<file path="src/rtl/buffer_packer.sv">
// buffer_packer: packs a stream of 13-bit or 10-bit polynomial coefficients
// LSB-first into 64-bit memory words for write-back. One polynomial of
// N_COEFF coefficients yields exactly 52 (13-bit) or 40 (10-bit) words.
module buffer_packer #(
  parameter int COEFF_W = 13,
  parameter int WORD_W  = 64,
  parameter int N_COEFF = 256
) (
  input  logic               clk,
  input  logic               rst,
  input  logic [COEFF_W-1:0] in_coeff,
  input  logic               in_valid,
  output logic               in_ready,
  input  logic               ten_bit_coeff,
  output logic [WORD_W-1:0]  out_word,
  output logic               out_valid,
  input  logic               out_ready,
  output logic               poly_done
);

  localparam int SHORT_W    = 10;
  localparam int ACC_W      = WORD_W + COEFF_W;
  localparam int FILL_W     = $clog2(ACC_W + 1);
  localparam int CNT_W      = $clog2(N_COEFF);
  localparam int LAST_LONG  = N_COEFF * COEFF_W / WORD_W - 1;
  localparam int LAST_SHORT = N_COEFF * SHORT_W / WORD_W - 1;
  localparam int WCNT_W     = $clog2(LAST_LONG + 1);

  localparam logic [COEFF_W-1:0] SHORT_MASK = COEFF_W'((1 << SHORT_W) - 1);

  logic [ACC_W-1:0]   acc, acc_next;
  logic [FILL_W-1:0]  fill, fill_next;
  logic [CNT_W-1:0]   coeff_cnt;
  logic [WCNT_W-1:0]  word_cnt;
  logic               mode_q;

  logic               in_fire, out_fire;
  logic               cur_ten;
  logic [FILL_W-1:0]  cur_w;
  logic [COEFF_W-1:0] coeff_masked;
  logic [WCNT_W-1:0]  word_last;
  logic               last_word;

  assign out_valid = (fill >= FILL_W'(WORD_W));
  assign out_word  = acc[WORD_W-1:0];
  assign in_ready  = !out_valid || out_ready;
  assign in_fire   = in_valid && in_ready;
  assign out_fire  = out_valid && out_ready;

  // The first coefficient of a polynomial takes its width from the live mode input.
  assign cur_ten      = (coeff_cnt == '0) ? ten_bit_coeff : mode_q;
  assign cur_w        = cur_ten ? FILL_W'(SHORT_W) : FILL_W'(COEFF_W);
  assign coeff_masked = cur_ten ? (in_coeff & SHORT_MASK) : in_coeff;

  assign word_last = mode_q ? WCNT_W'(LAST_SHORT) : WCNT_W'(LAST_LONG);
  assign last_word = (word_cnt == word_last);

  // Next accumulator/fill: drain a word first, then append at the post-drain fill.
  // Bits above the fill point are always zero, so the insert is a plain OR.
  always_comb begin
    acc_next  = acc;
    fill_next = fill;
    if (out_fire) begin
      acc_next  = acc >> WORD_W;
      fill_next = fill - FILL_W'(WORD_W);
    end
    if (in_fire) begin
      acc_next  = acc_next | (ACC_W'(coeff_masked) << fill_next);
      fill_next = fill_next + cur_w;
    end
  end

  // State registers: accumulator, counters, latched mode and the done pulse.
  always_ff @(posedge clk or posedge rst) begin
    if (rst) begin
      acc       <= '0;
      fill      <= '0;
      coeff_cnt <= '0;
      word_cnt  <= '0;
      mode_q    <= 1'b0;
      poly_done <= 1'b0;
    end else begin
      acc       <= acc_next;
      fill      <= fill_next;
      poly_done <= out_fire && last_word;
      if (in_fire) begin
        if (coeff_cnt == '0)
          mode_q <= ten_bit_coeff;
        coeff_cnt <= (coeff_cnt == CNT_W'(N_COEFF - 1)) ? '0 : coeff_cnt + 1'b1;
      end
      if (out_fire)
        word_cnt <= last_word ? '0 : word_cnt + 1'b1;
    end
  end

endmodule

</file>
<file path="config.mk">
export PLATFORM = sky130hd
export DESIGN_NAME = buffer_packer
export DESIGN_NICKNAME = d
export VERILOG_FILES = /design/src/rtl/buffer_packer.sv
export SDC_FILE = /design/constraint.sdc
export NUM_CORES = 1
export LEC_CHECK = 0
export ABC_AREA = 0
export BUFFER_PORTS_ARGS = -buffer_cell sky130_fd_sc_hd__buf_2
export CORE_ASPECT_RATIO = 0.8
export CORE_MARGIN = 1
export CORE_UTILIZATION = 62
export DETAILED_ROUTE_END_ITERATION = 16
export PLACE_DENSITY = 0.86
export SYNTH_ARGS = -nofsm -noshare
export SYNTH_HDL_FRONTEND = slang
export SYNTH_SLANG_ARGS = --single-unit
</file>
<file path="constraint.sdc">
create_clock -name clk -period 8 [get_ports clk]
set_input_delay 1.6 -clock clk [delete_from_list [all_inputs] [get_ports clk]]
set_output_delay 1.6 -clock clk [all_outputs]
set_load 0.01 [all_outputs]
</file>
Word-level counts from Yosys, hierarchy flattened --
Index checks and enable logic that the tools add are counted.
Storage, ports and cells: ROM bits 0, bits in writable memories 0, bits in latches 0, bits of input ports 18, memories kept 0, bits in registers 100, logic and storage cells 31
Cells by class: equality and inequality tests 2, muxes and demuxes 10, divide/modulo/power cells 0, $mul 0, order comparisons 1, bitwise operators 1, add/subtract/negate cells 4, shifts and indexed selects 1, reduce and logical (&&, ||, !) cells 6
Operators by type and width (number):
- $mux W77 | 2
- $or A77 B77 Y77 | 1
- $shl A13 B7 Y77 | 1
- $mux W7 | 2
- $mux W13 | 1
- $add A8 B1 Y8 const B | 1
- $eq A8 B8 Y1 const B | 1
- $logic_not A8 Y1 | 1
- $mux W8 | 1
- $add A7 B4 Y7 | 1
- $ge A7 B7 Y1 const B | 1
- $sub A7 B7 Y7 const B | 1
- $add A6 B1 Y6 const B | 1
- $eq A6 B6 Y1 | 1
- $mux W6 | 1
- $mux W5 | 1
- $logic_and A1 B1 Y1 | 3
- $mux W3 | 1
- $logic_not A1 Y1 | 1
- $logic_or A1 B1 Y1 | 1
- $mux W1 | 1

Longest topological paths before layout --
depth in word-level cells 6, mapped depth 13

Worst setup path before layout --
Ideal clock, no wire load.
path kind input to output, from input port out_ready, to output port in_ready, arrival time 1.944 ns, slack 4.456 ns, stages 2, path buffers 0, cells stage by stage nor2b_1 > inv_1
Between the ends: longest elaborated chain between the ends 1
Ends and longest elaborated chain:
- start, declared | RTL line 17 | input logic out_ready,
- $logic_or A1 B1 Y1 | RTL line 46 | assign in_ready = !out_valid || out_ready;
- end, declared | RTL line 13 | output logic in_ready,
Every way passes these cells.

Final worst setup path --
Ends and elaborated chain as after synthesis.

==> out/metrics.csv <==
metric,value,unit
status,completed,
post_cts resized,0,
Int Power,1.470,mW
Root Buffer Master,clkbuf_16,
worst rel slew slack,24.81,%
total grt overflow,0,
max_cap viols,0,
DPL Wire Length,10230,um
hold path depth,2,
area grow syn2layout,5.190,%
CTS tree,yes,
Core Region,8633,sq um
fin crit period,3.935,ns
Switching Share,45.05,%
Setup Skew,0.007437,ns
Starting Density,64.78,%
H-tree depth,3,
final hold slack,0.4855,ns
number of global-route vias before repair,4409,
clk buf depth,2,
I/O Pins,85,
FF-to-FF End,fill[4],
Post-synth EDFFs,0,
initial antenna violation count,0,
synth top area cells,"dfrtp_1 45%, buf_4 8.6%, nand2_1 5.0%",
hold path startpoint,acc[56],
Max IR drop VDD,0.2597,mV
chip height,86.95,um
Startpoint Class,input pin,
setup TNS,0,ns
Hold EP,acc[56],
n_diodes,0,
Synth top area share,44.74,%
largest area contributor in the netlist,dfrtp_1,
# rows,30,
Yosys reg bits,100,
Mapped Nets,618,
pin count of the biggest net entering global routing,92,
reg2reg setup slack,4.89,ns
Die Area,9407,sq um
period utilisation layout,49.19,%
Flop pwr share,36.7,%
fraction of layout instances using a drive strength above 1,20.07,%
worst slew pin tran,1.128,ns
Pleak,2.693,nW
Max Clock Freq,0.2541,GHz
r2r startpoint,coeff_cnt[0],
Post-CTS Setup Repair Bufs,0,
Mean Syn Cell Area,9.431,sq um
Clock power frac,16.3,%
CTS sink count,100,
Fin. Hold Viols,0,
Final Setup Violations,0,
RePlAce Congestion,0.9290,
crit path kind,in2out,
pre-CTS setup slack,4.104,ns
"Hold-fix buffers, CTS",0,
Antenna Nets Post-Route,0,
routed length per instance,20.31,um
setup ws final,4.065,ns
P_sw,1.205,mW
Syn Inst Count,593,
residual DRC count,0,
worst-case reg-to-reg path depth,13,
Comb pwr share,47.1,%
Die Wd,108.2,um
PortBufs,84,
"FFs w/ async S/R, synth",100.0,%
cell area after synthesis,5593,sq um
Starting DRT DRC Count,573,
drt first pass iters,6,
top post-synthesis cells by count,"100 x dfrtp_1, 75 x nand2_1, 64 x buf_4",
"Reg clk slew, reported paths",0.06,ns
Worst setup EP type,output pin,
Worst Setup SP,out_ready,
"Core Util, Final",68.14,%
Crit path arrival time,2.34,ns
RSZ-0062 raised after global routing,no,
worst skew pair latency,0.35,ns
WP data required,6.40,ns
Hold Crit Class,reg2reg,
Nets,623,
PD cells,454.6,nW/um^2
final WL,14530,um
Yosys cell types,62,
Vias/cell,6.530,
total number of vias,4669,
Num CTS Buffers,9,
CP Max Fanout,8,
Slew Limit Fails,0,
Synth Flop Type,dfrtp_1,
global-route wire length before repair,22890,um
Yosys warnings,0,
most frequent cell after synthesis,dfrtp_1,
"Seq/Total Area, Yosys",44.74,%
All-Layer GR Usage,32.65,%
## registers in the layout, indices dropped and copies added (netlist names)
signal,count
acc,77
coeff_cnt,8
fill,7
mode_q,1
poly_done,1
word_cnt,6
## worst max-delay path, stage by stage
cell and delay [ns]:
buf_2 0.12, nor2b_1 0.25, inv_1 0.18, buf_2 0.19
## through the flow
stage | std cells | area (sq um) | power (mW)
after floorplan | 593 | 5593 | 1.973
after global placement | 699 | 5592 | 2.160
after detailed placement | 699 | 5592 | 2.206
after CTS | 715 | 5883 | 2.650
after global routing | 715 | 5883 | 2.844
final | 715 | 5883 | 2.675
## worst max path at each step
stage / end / slack, ns
floorplan: acc[0] / 3.78
global placement: in_ready / 4.13
detailed placement: in_ready / 4.10
CTS: in_ready / 4.09
global route: in_ready / 3.97
finish: in_ready / 4.06
## kinds of logic (layout without fill, tap and decap cells)
logic type	count (synthesis)	in the layout	share of synthesized area [%]
DFF	100	100	44.74
adders and majority gates	7	7	1.700
buffers and inverters	106	116	11.48
AOI/OAI and AO/OA	146	146	18.43
muxes	23	23	5.101
xor gates and xnor gates	14	14	2.192
and+or+nand+nor	197	197	16.35
## power groups by stage
| stage | registers (mW) | clock network (mW) | logic [mW] |
|---|---|---|---|
| after global routing | 1.01 | 0.459 | 1.38 |
| final | 0.982 | 0.435 | 1.26 |
| after floorplan | 0.846 | 0 | 1.13 |
| after detailed placement | 0.982 | 0 | 1.22 |
| after global placement | 0.971 | 0 | 1.19 |
| after CTS | 0.975 | 0.436 | 1.24 |
## cells in the final DEF, fill, tap and decap left out, types with 3 or more instances in the layout
cell type | synthesis | routed
a21o_1 | 3 | 3
nor2b_1 | 9 | 9
a22o_1 | 6 | 6
a22oi_1 | 18 | 18
xor2_1 | 7 | 7
a221o_1 | 7 | 7
and2_1 | 6 | 6
o221ai_1 | 18 | 18
nand3_1 | 10 | 10
nor3_1 | 4 | 4
mux2_2 | 4 | 4
a21oi_1 | 9 | 9
o211ai_1 | 6 | 6
mux4_2 | 4 | 4
o21ai_0 | 41 | 41
dfrtp_1 | 100 | 100
and3_1 | 4 | 4
nor2_1 | 63 | 63
clkinv_2 | 0 | 3
buf_2 | 3 | 84
or3_1 | 5 | 5
o31ai_1 | 4 | 4
nand2_1 | 75 | 74
inv_1 | 10 | 9
mux2i_1 | 15 | 15
clkbuf_16 | 0 | 9
nand2b_1 | 3 | 3
ha_1 | 6 | 6
xnor2_1 | 7 | 7
buf_4 | 64 | 4
nand4_1 | 6 | 6
o22ai_1 | 10 | 10
## metal layers
| layer | routed length, um | GRT usage, % |
|---|---|---|
| met1 | 6023 | 46.12 |
| met2 | 6499 | 48.29 |
| met3 | 1595 | 8.527 |
| met4 | 406 | 12.58 |
| met5 | 0 | 0 |
## final cells by class
cell class	count	area (sq um)
flip-flops and latches	100	2502
repair buffers	88	450.4
well taps	112	140.1
fillers	699	2750
inverters	12	47.55
multi-input cells	387	2451
clock buffers	10	229.0
clock inverters	6	62.56
Note: power is estimated with default switching activity, not from simulation.
